**src/rtl/risc_v_pc_gen.sv**
```systemverilog
// risc_v_pc_gen: fetch-stage PC generator with trap/redirect priority, single-outstanding fetch, stall and sticky halt.
// Optional `RISC_V_PC_PERF_EN adds a 32-bit stall_cycles counter output.
module risc_v_pc_gen #(
  parameter int                    ADDR_WIDTH   = 32,
  parameter logic [ADDR_WIDTH-1:0] RESET_VECTOR = '0,
  parameter logic [ADDR_WIDTH-1:0] TRAP_VECTOR  = 'h100,
  parameter int                    INSTR_BYTES  = 4
) (
  input  logic                  clk,
  input  logic                  reset,
  input  logic                  en,
  input  logic                  redirect_valid,
  input  logic [ADDR_WIDTH-1:0] redirect_pc,
  input  logic                  trap_valid,
  input  logic                  halt,
  output logic                  imem_req_valid,
  input  logic                  imem_req_ready,
  output logic [ADDR_WIDTH-1:0] imem_req_addr,
  input  logic                  imem_rsp_valid,
  output logic [ADDR_WIDTH-1:0] pc,
  output logic                  fetch_kill,
  output logic                  misaligned_err,
  output logic                  halted
`ifdef RISC_V_PC_PERF_EN
  ,
  output logic [31:0]           stall_cycles
`endif
);
  localparam logic [2:0] BOOT   = 3'd0;
  localparam logic [2:0] REQ    = 3'd1;
  localparam logic [2:0] WAIT   = 3'd2;
  localparam logic [2:0] STALL  = 3'd3;
  localparam logic [2:0] HALTED = 3'd4;
  localparam logic [ADDR_WIDTH-1:0] ALIGN_MASK = ADDR_WIDTH'(INSTR_BYTES - 1);
  logic [2:0]            state_q, state_d;
  logic [ADDR_WIDTH-1:0] pc_q, pc_d, pend_pc_q, pend_pc_d, tgt;
  logic                  pend_q, pend_d, pend_trap_q, pend_trap_d, err_q, err_d;
  logic                  upd, live, cap, trap_sel, redir_sel, mis, resume;
  always_comb begin
    upd       = (state_q == WAIT && imem_rsp_valid && en) || (state_q == STALL && en);
    live      = state_q == REQ || state_q == WAIT || state_q == STALL;
    cap       = live && !upd && (trap_valid || redirect_valid);
    trap_sel  = trap_valid || (pend_q && pend_trap_q);
    redir_sel = redirect_valid || pend_q;
    tgt       = redirect_valid ? redirect_pc : pend_pc_q;
    mis       = !trap_sel && redir_sel && |(tgt & ALIGN_MASK);
    pc_d      = !upd ? pc_q :
                (trap_sel || mis) ? TRAP_VECTOR :
                redir_sel ? tgt : pc_q + ADDR_WIDTH'(INSTR_BYTES);
    err_d     = err_q || (upd && mis);
    pend_d      = upd ? 1'b0 : (cap || pend_q);
    pend_trap_d = upd ? 1'b0 : ((cap && trap_valid) || pend_trap_q);
    // A pending trap makes any later redirect target irrelevant, so freeze it.
    pend_pc_d   = (cap && !trap_valid && !(pend_q && pend_trap_q)) ? redirect_pc : pend_pc_q;
    resume    = halt ? 1'b1 : 1'b0;
    state_d   = state_q == BOOT  ? REQ :
                state_q == REQ   ? (imem_req_ready ? WAIT : halt ? HALTED : REQ) :
                state_q == WAIT  ? (!imem_rsp_valid ? WAIT : !en ? STALL : resume ? HALTED : REQ) :
                state_q == STALL ? (!en ? STALL : resume ? HALTED : REQ) : HALTED;
  end
  always_ff @(posedge clk or posedge reset) begin
    if (reset) begin
      state_q     <= BOOT;
      pc_q        <= RESET_VECTOR;
      pend_q      <= 1'b0;
      pend_trap_q <= 1'b0;
      pend_pc_q   <= '0;
      err_q       <= 1'b0;
    end else begin
      state_q     <= state_d;
      pc_q        <= pc_d;
      pend_q      <= pend_d;
      pend_trap_q <= pend_trap_d;
      pend_pc_q   <= pend_pc_d;
      err_q       <= err_d;
    end
  end
  assign imem_req_valid = state_q == REQ;
  assign imem_req_addr  = pc_q;
  assign pc             = pc_q;
  assign fetch_kill     = state_q == WAIT && imem_rsp_valid && (pend_q || trap_valid || redirect_valid);
  assign misaligned_err = err_q;
  assign halted         = state_q == HALTED;
`ifdef RISC_V_PC_PERF_EN
  logic [31:0] stall_q;
  always_ff @(posedge clk or posedge reset) begin
    if (reset) stall_q <= '0;
    else if (state_q == STALL || (state_q == REQ && !imem_req_ready)) stall_q <= stall_q + 32'd1;
  end
  assign stall_cycles = stall_q;
`endif
endmodule

```
**config.mk**
```make
export PLATFORM = sky130hd
export DESIGN_NAME = risc_v_pc_gen
export DESIGN_NICKNAME = d
export VERILOG_FILES = /design/src/rtl/risc_v_pc_gen.sv
export SDC_FILE = /design/constraint.sdc
export NUM_CORES = 1
export LEC_CHECK = 0
export CORE_MARGIN = 1
export CORE_UTILIZATION = 45
export DETAILED_ROUTE_END_ITERATION = 8
export HOLD_SLACK_MARGIN = 0.1
export PLACE_DENSITY = 0.74
export SYNTH_ARGS = -nofsm -noshare
export SYNTH_HDL_FRONTEND = slang
export SYNTH_SLANG_ARGS = --single-unit
```
**constraint.sdc**
```tcl
create_clock -name clk -period 3.2 [get_ports clk]
set_input_delay 0.32 -clock clk [delete_from_list [all_inputs] [get_ports clk]]
set_output_delay 0.32 -clock clk [all_outputs]
set_load 0.1 [all_outputs]
```
==> out/results.ini, run 1 <==
[power_and_ir_drop]
leakagePower_nw = 2.17
power_density_nw_per_um2 = 787
ir_drop_mv = 0.366

[synth]
syn_nets = 481
synth_flop_cell = dfrtp_1
ys_types = 64
ys_ff_latch = 70
synth_edf_count = 0
postSynthAreaPerCell_um2 = 9.62
yosysTopAreaCellShare = 0.414
yosysTopAreaCell = dfrtp_1
yosys_warnings = 0
synth_area_um2 = 4230
yosys-top-cells-area = dfrtp_1, mux2_2, buf_4
syn-instance-count = 440
async_flop_share = 1.00
synth_seq_area_share = 0.414

[critical_path]
worstSetupPathType = flip-flop to primary output
cpMaxStageDelayCell = clkdlybuf4s50_1
critPathMaxStageDelay_ns = 1.19
crit_arrival_ns = 2.02
path_cells = clkdlybuf4s50_1
critPathMaxFanout = 8
critPathTopFamily = buffers and inverters
cp_num_buf_inv = 1
crit_path_end_kind = primary output
cp-start-kind = flip-flop
reg2reg_slack_ns = 0.89
required_ns = 2.88

[routing]
totalWireLength_mm = 10.7
drc_errors = 0
dr_total_vias = 3738
wl_per_cell_um = 17.0
drt.antenna.violating_nets = 0
viasPerCell = 5.95
dr.pass1.iters = 5
first_iter_violations = 261

[grt]
grt_max_degree = 34
grt_pass1_vias = 3547
grt_pass1_wl_mm = 17.5
grt_util_all_layers = 0.227
antenna_found_initial = 0
grt_overflow = 0

[clocking]
post_cts_resized = 0
cts_setup_buffers = 0
cts_hold_buf = 0
insertion_delay_ns = 0.35
clkSinkCount = 70
cts_made_buffers = 9
cts_root_buf = clkbuf_8
tritoncts = done
clock_path_buffers = 2
clk_pin_slew_worst_paths_ns = 0.08
cts_max_level = 3

[layout]
fin_cells = 628
antenna-diode-count = 0
drive_gt1_frac = 0.162
layout_commonest_cell = clkdlybuf4s50_1
syn2layout_area_growth_pct = 25.8
layout_common_cells = clkdlybuf4s50_1, dfrtp_1, o21ai_0, nand2_1, mux2_2
final_nets = 553

[sta]
whs_ns = 0.313
fin_crit_ns = 2.34
fin_ws_ns = 0.864
finClkSkew_ns = 0.0123
tns_ns = 0
drv_slew = 0
fin_crit_sh = 0.730
rsz0062_at_grt = no
setup_violations = 0
tightest_slew_ns = 0.987
max_freq_ghz = 0.428
relSlewSlack = 0.340
finalHoldViolCount = 0

[hold_path]
hp-class = input port to async pin

[floorplanning]
die_height_um = 99.0
die_x_um = 99.0
initial_core_util = 0.462
coreArea_um2 = 9150
io_pins = 108
placementRows = 35
die-area_um2 = 9800

[placement]
dp_cells = 612
place_hpwl_mm = 7.66
place_congestion = 0.822
port_buffers = 107
place_ws_ns = 0.627

[outcome]
status = finished clean

[run]
cap_viol_max_count = 0

==> power by group <==
group | total (mW) | internal (mW) | switching (mW)
registers | 1.39 | 1.16 | 0.228
clock network | 0.734 | 0.399 | 0.335
logic | 2.06 | 0.615 | 1.45
total | 4.19 | 2.18 | 2.01
==> Yosys cell counts (3+ instances only) <==
cell type and instances:
a21o_1 3, a21oi_1 20, a221o_1 3, a22o_1 5, a31o_1 4, a31o_2 5, a32o_1 10, and2_1 3
and3_1 5, buf_2 10, buf_4 34, clkbuf_1 8, dfrtp_1 70, inv_1 14, mux2_1 6, mux2_2 26
nand2_1 33, nand3_1 17, nand4_1 10, nor2_1 20, nor2b_1 10, nor3_1 4, nor3b_1 3, o21a_1 5
o21ai_0 45, o22ai_1 5, o31ai_1 6, xor2_1 6
==> registers in the layout, summed over array words and instances (netlist names) <==
| name | count |
|---|---|
| imem_req_addr | 32 |
| misaligned_err | 1 |
| pend_pc_q | 32 |
| pend_q | 1 |
| pend_trap_q | 1 |
| state_q | 3 |
==> final cells by class <==
class | instances | area [um^2]
clock buffers | 12 | 155
clock inverters | 4 | 45.0
fillers | 809 | 3830
inverters | 15 | 56.3
multi-input cells | 300 | 2060
flip-flops and latches | 70 | 1750
well taps | 111 | 139
repair buffers | 116 | 1110
==> cell families (layout without fill, tap and decap cells) <==
group | Yosys count | after routing | synth area share
compound gates | 131 | 131 | 0.211
flops | 70 | 70 | 0.414
buf+inv | 70 | 147 | 0.0996
mux | 34 | 34 | 0.0899
fa+ha+maj | 1 | 1 | 0.00296
simple gates | 126 | 126 | 0.166
xor+xnor | 8 | 8 | 0.0166
==> worst paths after layout <==
| kind | start | to | cells after the start |
|---|---|---|---|
| worst max-delay path | imem_req_addr[9]$_DFFE_PP0N_ | imem_req_addr[9] | 1 |
| worst min-delay path | reset | imem_req_addr[30]$_DFFE_PP0N_ | 2 |
| worst max register to register | pend_q$_DFF_PP0_ | imem_req_addr[11]$_DFFE_PP0N_ | 6 |
| worst min register to register | pend_pc_q[30]$_DFFE_PP0P_ | pend_pc_q[30]$_DFFE_PP0P_ | 1 |
| max in group asynchronous | reset | imem_req_addr[22]$_DFFE_PP0N_ | 3 |
| min in group clk | pend_pc_q[30]$_DFFE_PP0P_ | pend_pc_q[30]$_DFFE_PP0P_ | 1 |
==> through the flow <==
step           utilization  instance area [um^2]  total power [mW]
6_report             0.582                  5320              4.19
5_1_grt              0.582                  5320              4.38
4_1_cts              0.582                  5320              4.20
3_5_place_dp         0.560                  5120              3.47
3_3_place_gp         0.560                  5120              3.40
2_1_floorplan            -                  4240              3.03
==> routing by layer <==
layer | up-vias | wire [um] | GRT usage
met1 | 1857 | 4790 | 0.308
met2 | 137 | 5070 | 0.360
met3 | 16 | 695 | 0.0475
met5 | - | 0 | 0
met4 | 0 | 148 | 0.0815
li1 | 1728 | - | -
No activity file was read; power rests on OpenSTA's default activity.
==> run 2: changes to the inputs <==
--- a/config.mk
+++ b/config.mk
@@ -9,7 +9,7 @@
 export CORE_UTILIZATION = 45
 export DETAILED_ROUTE_END_ITERATION = 8
 export HOLD_SLACK_MARGIN = 0.1
-export PLACE_DENSITY = 0.74
+export PLACE_DENSITY = 0.77
 export SYNTH_ARGS = -nofsm -noshare
 export SYNTH_HDL_FRONTEND = slang
 export SYNTH_SLANG_ARGS = --single-unit
==> constraint.sdc (replaced) <==
create_clock -name clk -period 2.1 [get_ports clk]
set_input_delay 0.21 -clock clk [delete_from_list [all_inputs] [get_ports clk]]
set_output_delay 0.21 -clock clk [all_outputs]
set_load 0.1 [all_outputs]
==> out/results.ini, run 2 (synthesized netlist as in run 1, its figures left out) <==
[layout]
drive_gt1_frac = 0.338  ; was 0.162
utilization = 0.583  ; was 0.582
syn2layout_area_growth_pct = 26.1  ; was 25.8%
n_fill_cell = 785  ; was 809
antenna-diode-count = 0  ; unchanged
multiInputGateArea_um2 = 2090  ; was 2060 um^2
layout_common_cells = buf_4, dfrtp_1, o21ai_0, clkdlybuf4s50_1, nand2_1  ; was clkdlybuf4s50_1, dfrtp_1, o21ai_0, nand2_1, mux2_2
layout_commonest_cell = buf_4  ; was clkdlybuf4s50_1
final_nets = 563  ; was 553
seqCellArea_um2 = 1780  ; was 1750 um^2

[floorplanning]
coreArea_um2 = 9150  ; unchanged
io_pins = 108  ; unchanged
die-area_um2 = 9800  ; unchanged
die_height_um = 99.0  ; unchanged
placementRows = 35  ; unchanged
die_x_um = 99.0  ; unchanged
initial_core_util = 0.462  ; unchanged

[routing]
viasPerCell = 5.82  ; was 5.95
drc_errors = 0  ; unchanged
dr_total_vias = 3711  ; was 3738
drt.antenna.violating_nets = 0  ; unchanged
first_iter_violations = 389  ; was 261
wl_per_cell_um = 16.8  ; was 17.0 um
dr.pass1.iters = 5  ; unchanged
totalWireLength_mm = 10.7  ; about the same

[clocking]
post_cts_resized = 0  ; unchanged
clock_path_buffers = 2  ; unchanged
cts_max_level = 3  ; unchanged
tritoncts = done  ; unchanged
clk_pin_slew_worst_paths_ns = 0.08  ; about the same
cts_hold_buf = 0  ; unchanged
cts_made_buffers = 9  ; unchanged
insertion_delay_ns = 0.35  ; about the same
cts_root_buf = clkbuf_8  ; unchanged
clkSinkCount = 70  ; unchanged
cts_setup_buffers = 0  ; unchanged

[sta]
fin_crit_ns = 1.93
finalHoldViolCount = 0  ; unchanged
tightest_slew_ns = 0.561  ; was 0.987 ns
drv_slew = 0  ; unchanged
fin_ws_ns = 0.171  ; was 0.864 ns
relSlewSlack = 0.625  ; was 0.340
rsz0062_at_grt = no  ; unchanged
max_freq_ghz = 0.518
fin_crit_sh = 0.919
setup_violations = 0  ; unchanged
finClkSkew_ns = 0.0103  ; was 0.0123 ns
tns_ns = 0  ; unchanged
whs_ns = 0.251  ; was 0.313 ns

[power_and_ir_drop]
internal-power_mw = 3.15  ; was 2.18 mW
seqPwrFrac = 0.343  ; was 0.333
ir_drop_mv = 0.954  ; was 0.366 mV
power_switching_mw = 3.12  ; was 2.01 mW
clockPowerShare = 0.156  ; was 0.175
leakagePower_nw = 2.28  ; was 2.17 nW
switching_share = 0.497  ; was 0.479
power_density_nw_per_um2 = 1170  ; was 787 nW/um^2
combPwrFrac = 0.500  ; was 0.492

[outcome]
status = finished clean  ; unchanged

[grt]
grt_util_all_layers = 0.231  ; was 0.227
antenna_found_initial = 0  ; unchanged
grt_overflow = 0  ; unchanged
grt_pass1_wl_mm = 17.8  ; was 17.5 mm
grt_max_degree = 71  ; was 34
grt_pass1_vias = 3622  ; was 3547

[critical_path]
cp-start-kind = flip-flop  ; unchanged
crit_arrival_ns = 1.72  ; was 2.02 ns
critPathMaxFanout = 5  ; was 8
crit_path_end_kind = primary output  ; unchanged
worstSetupPathType = flip-flop to primary output  ; unchanged
required_ns = 1.89  ; was 2.88 ns

[placement]
place_congestion = 0.879  ; was 0.822
place_ws_ns = -0.0207  ; was 0.627 ns
port_buffers = 107  ; unchanged
place_hpwl_mm = 7.67  ; was 7.66 mm

[run]
cap_viol_max_count = 0  ; unchanged

[hold_path]
hp-class = input port to async pin  ; unchanged

run 2: cell count changes in the layout (fill, tap and decap cells not counted), sizes merged:
| cell | before | now |
|---|---|---|
| clkbuf | 12 | 9 |
| clkinvlp | 0 | 3 |
| clkdlybuf4s50 | 97 | 38 |
| buf | 19 | 88 |
| inv | 14 | 15 |
| bufinv | 1 | 0 |
run 2: cell type report:
| cell class | count | share of cell area |
|---|---|---|
| Clock inverter | 7 | 0.00938 |
| Tap cell | 111 | 0.0260 |
| Inverter | 15 | 0.0106 |
| Sequential cell | 70 | 0.334 |
| Multi-Input combinational cell | 300 | 0.391 |
| Timing Repair Buffer | 126 | 0.206 |
| Clock buffer | 9 | 0.0232 |
run 2: power groups by stage:
stage	clock network, mW	logic (mW)	registers (mW)
after CTS	0.994	3.14	2.14
after global placement	0	3.08	2.14
after detailed placement	0	3.13	2.17
final	0.979	3.13	2.15
after floorplan	0	1.89	2.73
after global routing	1.05	3.30	2.21
run 2: stage by stage:
stage               power [mW]  cell area [um^2]  instances
finish                    6.27              5340        638
global route              6.57              5340        638
detailed placement        5.31              5160        622
CTS                       6.28              5340        638
floorplan                 4.63              4290        440
global placement          5.22              5160        622
run 2: final timing paths:
| check | startpoint | endpoint | slack [ns] | cells past startpoint |
|---|---|---|---|---|
| worst min register to register | pend_pc_q[10]$_DFFE_PP0P_ | pend_pc_q[10]$_DFFE_PP0P_ | 0.50 | 1 |
| max in group asynchronous | reset | imem_req_addr[21]$_DFFE_PP0N_ | 1.51 | 3 |
| min in group clk | redirect_valid | imem_req_addr[23]$_DFFE_PP0N_ | 0.44 | 3 |
| worst min-delay path | reset | state_q[2]$_DFF_PP0_ | 0.25 | 3 |
| worst max register to register | state_q[0]$_DFF_PP0_ | imem_req_addr[31]$_DFFE_PP0N_ | 0.23 | 6 |
| worst max-delay path | pend_q$_DFF_PP0_ | fetch_kill | 0.17 | 4 |
run 2: routing by layer:
layer | up-vias | global-route usage | routed length (um) | part of all wire
met1 | 1795 | 0.319 | 4840 | 0.45
met3 | 14 | 0.0390 | 736 | 0.069
met4 | 0 | 0.0838 | 159 | 0.015
met2 | 157 | 0.366 | 4980 | 0.46
li1 | 1745 | - | - | -
met5 | - | 0 | 0 | 0
run 2: worst max-delay path, stage by stage, from the launching register on:
cell      delay, ns
dfrtp_1        0.44
or2_2          0.38
nor2_1         0.28
nor4bb_4       0.10
buf_12         0.18
